==> config.mk <==
export PLATFORM = sky130hd
export DESIGN_NAME = mux_rr_reg
export DESIGN_NICKNAME = d
export VERILOG_FILES = /design/src/rtl/mux_rr_reg.sv
export SDC_FILE = /design/constraint.sdc
export NUM_CORES = 1
export LEC_CHECK = 0
export ABC_AREA = 1
export CORE_MARGIN = 4
export CORE_UTILIZATION = 45
export DETAILED_ROUTE_END_ITERATION = 7
export PLACE_DENSITY = 0.84
export RECOVER_POWER = 25
export SYNTH_ARGS = -nofsm -noshare
export SYNTH_HDL_FRONTEND = slang
export SYNTH_SLANG_ARGS = --single-unit
==> constraint.sdc <==
create_clock -name clk -period 3.3 [get_ports clk]
set_clock_uncertainty 0.15 [all_clocks]
set_input_delay 0.66 -clock clk [delete_from_list [all_inputs] [get_ports clk]]
set_output_delay 0.66 -clock clk [all_outputs]
set_load 0.01 [all_outputs]
==> src/rtl/mux_rr_reg.sv <==
// Registered N:1 channel mux with fixed-select or round-robin arbitration and a
// one-word output slot. Optional `MUX_RR_REG_XFER_CNT_EN adds a saturating
// output-transfer counter port xfer_cnt.
module mux_rr_reg #(
  parameter int WIDTH = 5,
  parameter int SEL_W = 2
) (
  input  logic                         clk,
  input  logic                         rst,
  input  logic [(2**SEL_W)*WIDTH-1:0]  in_data,
  input  logic [(2**SEL_W)-1:0]        in_valid,
  output logic [(2**SEL_W)-1:0]        in_ready,
  input  logic                         mode,
  input  logic [SEL_W-1:0]             sel,
  output logic [WIDTH-1:0]             out_data,
  output logic                         out_valid,
  input  logic                         out_ready,
  output logic [SEL_W-1:0]             out_ch
`ifdef MUX_RR_REG_XFER_CNT_EN
  ,
  output logic [15:0]                  xfer_cnt
`endif
);

  localparam int CH = 2**SEL_W;

  logic [SEL_W-1:0] last;
  logic [SEL_W-1:0] rr_idx;
  logic [SEL_W-1:0] rr_grant;
  logic             rr_hit;
  logic [SEL_W-1:0] grant;
  logic             grant_hit;
  logic             can_load;
  logic             in_xfer;

  // Search starts one past the last served channel; SEL_W-bit add wraps naturally.
  always_comb begin
    rr_hit   = 1'b0;
    rr_grant = last;
    rr_idx   = last;
    for (int k = 1; k <= CH; k++) begin
      rr_idx = last + SEL_W'(k);
      if (!rr_hit && in_valid[rr_idx]) begin
        rr_hit   = 1'b1;
        rr_grant = rr_idx;
      end
    end
  end

  always_comb begin
    grant     = mode ? rr_grant : sel;
    grant_hit = mode ? rr_hit : in_valid[sel];
  end

  assign can_load = !rst && (!out_valid || out_ready);
  assign in_xfer  = can_load && grant_hit;
  assign in_ready = in_xfer ? (CH'(1) << grant) : '0;

  always_ff @(posedge clk) begin
    if (rst) begin
      out_valid <= 1'b0;
      out_data  <= '0;
      out_ch    <= '0;
      last      <= SEL_W'(CH - 1);
    end else if (in_xfer) begin
      out_valid <= 1'b1;
      out_data  <= in_data[grant*WIDTH +: WIDTH];
      out_ch    <= grant;
      last      <= grant;
    end else if (out_valid && out_ready) begin
      out_valid <= 1'b0;
    end
  end

`ifdef MUX_RR_REG_XFER_CNT_EN
  always_ff @(posedge clk) begin
    if (rst) begin
      xfer_cnt <= '0;
    end else if (out_valid && out_ready && (xfer_cnt != 16'hFFFF)) begin
      xfer_cnt <= xfer_cnt + 16'd1;
    end
  end
`endif

endmodule

# After elaboration in Yosys (flattened, before gate mapping)
# Index checks and enable logic that the tools add are counted.
# totals
ff_bits,10
in_bits,30
output_inout_bits,12
elab_cells,51
# op_classes
addsub,3
mul,1
magnitude_cmp,5
n_shift,2
n_mux,23
n_reduce_logical,13
# ops
op,count
$shiftx A20 B6 Y5,1
$lt A2 B3 Y1 const B,5
$mux W1,12
$bmux W1 S2,5
$mux W2,5
$logic_and A1 B1 Y1,6
$logic_not A1 Y1,5
$mul A2 B3 Y5 const B,1
$add A2 B2 Y2 const B,2
$mux W4,1
$shl A1 B2 Y4 const A,1
$add A2 B1 Y2 const B,1
$reduce_bool A2 Y1,1
$logic_or A1 B1 Y1,1

# Logic depth before layout (Yosys ltp)
# logic_depth
depth_word,16
depth_mapped,15
depth_no_buf,14

# Least setup slack after synthesis
# No wires, ideal clock.
# synth_timing
path_type,input to output
from,in in_valid[2]
to,out in_ready[1]
arrival_ns,1.644
required_ns,2.490
slack_ns,0.846
path_stages,11
path_buffers,1
path_cell_list,nand2_1 -> nand2_1 -> nand2_1 -> nand2_2 -> inv_4 -> nand2_2 -> nor4_4 -> nor2_2 -> buf_6 -> nand2_2 -> nor2_1
# synth_between
elab_chain_cells,15
word_cells_on_any_way,29
classes_between,shift: 1; mux: 21; reduce/logical: 7
# synth_rtl
element,line,rtl
"start, declared",11,"input logic [(2**SEL_W)-1:0] in_valid,"
$bmux W1 S2,43,if (!rr_hit && in_valid[rr_idx]) begin
$mux W1 (implied by the code),43,
$mux W1,43,
$logic_not A1 Y1,43,
$logic_and A1 B1 Y1,43,
$mux W1,43,
$logic_not A1 Y1,43,
$logic_and A1 B1 Y1,43,
$mux W1,43,
$logic_not A1 Y1,43,
$logic_and A1 B1 Y1,43,
$mux W2 / $mux W1 (equally long branches),43,
$mux W2 / $mux W1 (equally long branches),"51, 52",
$shl A1 B2 Y4 / $logic_and A1 B1 Y1 (equally long branches),"57, 56",
$mux W4 *,57,assign in_ready = in_xfer ? (CH'(1) << grant) : '0;
"end, declared",12,"output logic [(2**SEL_W)-1:0] in_ready,"
# Mark *: on every way between the ends. The rest lies on a longest branch, timed or not. The select of a mux whose other input is x is not followed.

# Worst setup path after layout
# layout_timing
from,in in_valid[3]
to,out in_ready[2]
# The elaborated chain is that of the path after synthesis.

==> impl_metrics.env <==
export IMPL_status="complete, no violations"
export IMPL_hold_buffers=0
export IMPL_worstPathRequired_ns=2.49
export IMPL_synthTopCellsByArea="nand2_1, dfxtp_1, nand3_1"
export IMPL_syn_inst=163
export IMPL_yosysWarningCount=0
export IMPL_total_power_w=0.000607
export IMPL_finalHoldViolCount=0
export IMPL_grt_max_degree=10
export IMPL_crit_type="in -> out"
export IMPL_track_usage_pct=23.4
export IMPL_crit_path_end_kind="output pin"
export IMPL_synthFlopType="dfxtp_1"
export IMPL_dieArea_um2=3010
export IMPL_leakage_nw=0.803
export IMPL_setup_viol=0
export IMPL_ys_types=22
export IMPL_cp_start_kind="primary input"
export IMPL_seq_power_share_pct=24.6
export IMPL_path_max_fanout=6
export IMPL_p_sw_share_pct=41.3
export IMPL_fmax_mhz=315
export IMPL_grt_overflow=0
export IMPL_antenna_found_initial=0
export IMPL_synth_avg_cell_area_um2=6.06
export IMPL_insertion_delay_ns=0.27
export IMPL_yosysSeqAreaShare_pct=20.3
export IMPL_place_gp_congestion=0.913
export IMPL_p_int_w=0.000356
export IMPL_cts_root_buf="clkbuf_4"
export IMPL_initial_core_util_pct=48.8
export IMPL_antenna_cells=0
export IMPL_drt_total_wl_um=3080
export IMPL_synth_edf_count=0
export IMPL_area_delta_synth_final_pct=59.8
export IMPL_ys_ff_latch=10
export IMPL_drtAntennaViolNets=0
export IMPL_worstMarginPinSlew_ns=0.449
export IMPL_period_minus_slack_ns=3.18
export IMPL_grt_pass1_wl_um=5220
export IMPL_grt_pass1_vias=1288
export IMPL_hpwlAfterDp_um=2590
export IMPL_final_layout_size_suffix_gt1_share_pct=26.3
export IMPL_finalInstanceArea_um2=1580
export IMPL_cts_tree="built"
export IMPL_clock_sinks=10
export IMPL_worstHoldPathType="reg -> reg"
export IMPL_clock_path_buffers=2
export IMPL_ios=42
export IMPL_path_clk_slew_ns=0.07
export IMPL_fp_dieW_um=54.8
export IMPL_synth_top_cell_area_share_pct=20.9
export IMPL_die_h_um=54.8
export IMPL_firstDrtPassIters=4
export IMPL_drv_slew=0
export IMPL_synth_top_area_cell="nand2_1"
export IMPL_power_switching_w=0.000251
export IMPL_port_buffers=41
export IMPL_cts_buffers=3
export IMPL_core_rowCount=16
export IMPL_htreeDepth=1
export IMPL_fin_nets=255
export IMPL_avgRoutedWirePerCell_um=12.3
export IMPL_synth_fp_nets=193
export IMPL_finalCritPeriodShare_pct=96.3
export IMPL_netlist_area_um2=987
export IMPL_place_area_um2=1540
export IMPL_dp_cells=246
export IMPL_peakVddDrop_v=0.000356
export IMPL_cp_data_arrival_time_ns=2.37
export IMPL_pwr_share_clk_pct=18.8
export IMPL_fin_cells=251
export IMPL_core_area_um2=2020
export IMPL_slew_headroom_pct=70.0
export IMPL_viasPerCell=5.00
export IMPL_num_vias=1255
export IMPL_power_density_nw_per_um2=385
export IMPL_fillers=150
export IMPL_initialDrtViolationCount=25
export IMPL_synthArstFlopShare_pct=0
export IMPL_yosysMostFrequentCell="nand2_1"
export IMPL_drc=0
export IMPL_synth_common_cells="nand2_1, nand3_1, inv_1, nand2_2, dfxtp_1"
export IMPL_pwr_share_comb_pct=56.6
export IMPL_maxCapViolCount=0
==> layout make-up <==
class	instances	area, um2	area share [%]
Clock buffer	4	36.3	2.30
Inverter	22	90.1	5.71
Multi-Input combinational cell	128	681	43.1
Sequential cell	10	200	12.7
Tap cell	27	33.8	2.14
Timing Repair Buffer	60	537	34.0
==> power by group through the flow <==
stage                     combinational, W  sequential (W)  clock [W]
after floorplan                   0.000208        0.000152          0
after global placement            0.000330        0.000151          0
after detailed placement          0.000344        0.000152          0
after CTS                         0.000344        0.000150   0.000114
after global routing              0.000378        0.000152   0.000122
final                             0.000343        0.000150   0.000114
==> critical path: stages <==
cell and delay (ns):
clkdlybuf4s50_1 0.42, inv_1 0.09, nand2_1 0.07, nand2_1 0.08, nand2_1 0.08, nand2_4 0.11
nand2_2 0.07, nor4_4 0.30, nor2_2 0.08, buf_4 0.15, nand2_2 0.08, nor2_1 0.05
clkbuf_2 0.13
==> timing repair <==
item | 4_1_cts | 5_1_grt
setup endpoints to repair | 4 | 4
pin swaps | 1 | 3
setup buffers | 1 | 0
gates resized for setup | 8 | 8
==> final timing paths <==
path | cells past startpoint | slack [ns] | from | to
min | 2 | 0.31 | out_data[0] | out_data[0]
max reg2reg | 14 | 0.90 | last[0] | out_data[4]
min reg2reg | 2 | 0.31 | out_data[0] | out_data[0]
max | 13 | 0.12 | in_valid[3] | in_ready[2]
==> metrics by stage <==
stage	hold slack [ns]	setup slack, ns	util, %	TNS (ns)
2_1_floorplan	0.334	0.846	-	0
3_3_place_gp	0.299	-0.162	76.2	-0.580
3_5_place_dp	0.309	-0.285	76.2	-0.955
4_1_cts	0.318	-0.0120	78.2	-0.0120
5_1_grt	0.329	-0.00191	78.0	-0.00191
6_report	0.314	0.121	78.0	0
==> cell families after synthesis <==
logic type,Yosys count,synth area share [%]
buffers and inverters,25,11.8
AND/OR/NAND/NOR,113,58.4
AO/OA/AOI/OAI,15,9.50
flip-flops,10,20.3
==> metal layers <==
layer,GRT usage (%),vias up,share of wire [%],wire length [um]
li1,-,642,-,-
met5,0,-,0,0
met2,42.3,49,52,1590
met4,6.64,0,1.5,46
met1,26.8,558,41,1270
met3,5.72,6,5.6,172
==> state kept, by name, summed over array words and instances, names as in the netlist <==
| register | count |
|---|---|
| out_data | 5 |
| last | 2 |
| out_valid | 1 |
| out_ch | 2 |
==> layout by cell type (no fill, tap or decap), drive strengths merged <==
cell / Yosys / layout
nand2: 75 / 75
clkdlybuf4s50: 0 / 29
nand3: 28 / 28
inv: 22 / 22
buf: 3 / 19
dfxtp: 10 / 10
a21oi: 9 / 9
clkbuf: 0 / 7
nor2: 6 / 6
dlygate4sd3: 0 / 5
nand4: 3 / 3
dlygate4sd2: 0 / 3
o211ai: 3 / 3
o21ai: 2 / 2
a31oi: 1 / 1
nor4: 1 / 1
dlymetal6s2s: 0 / 1
No activity file was read; power rests on OpenSTA's default activity.
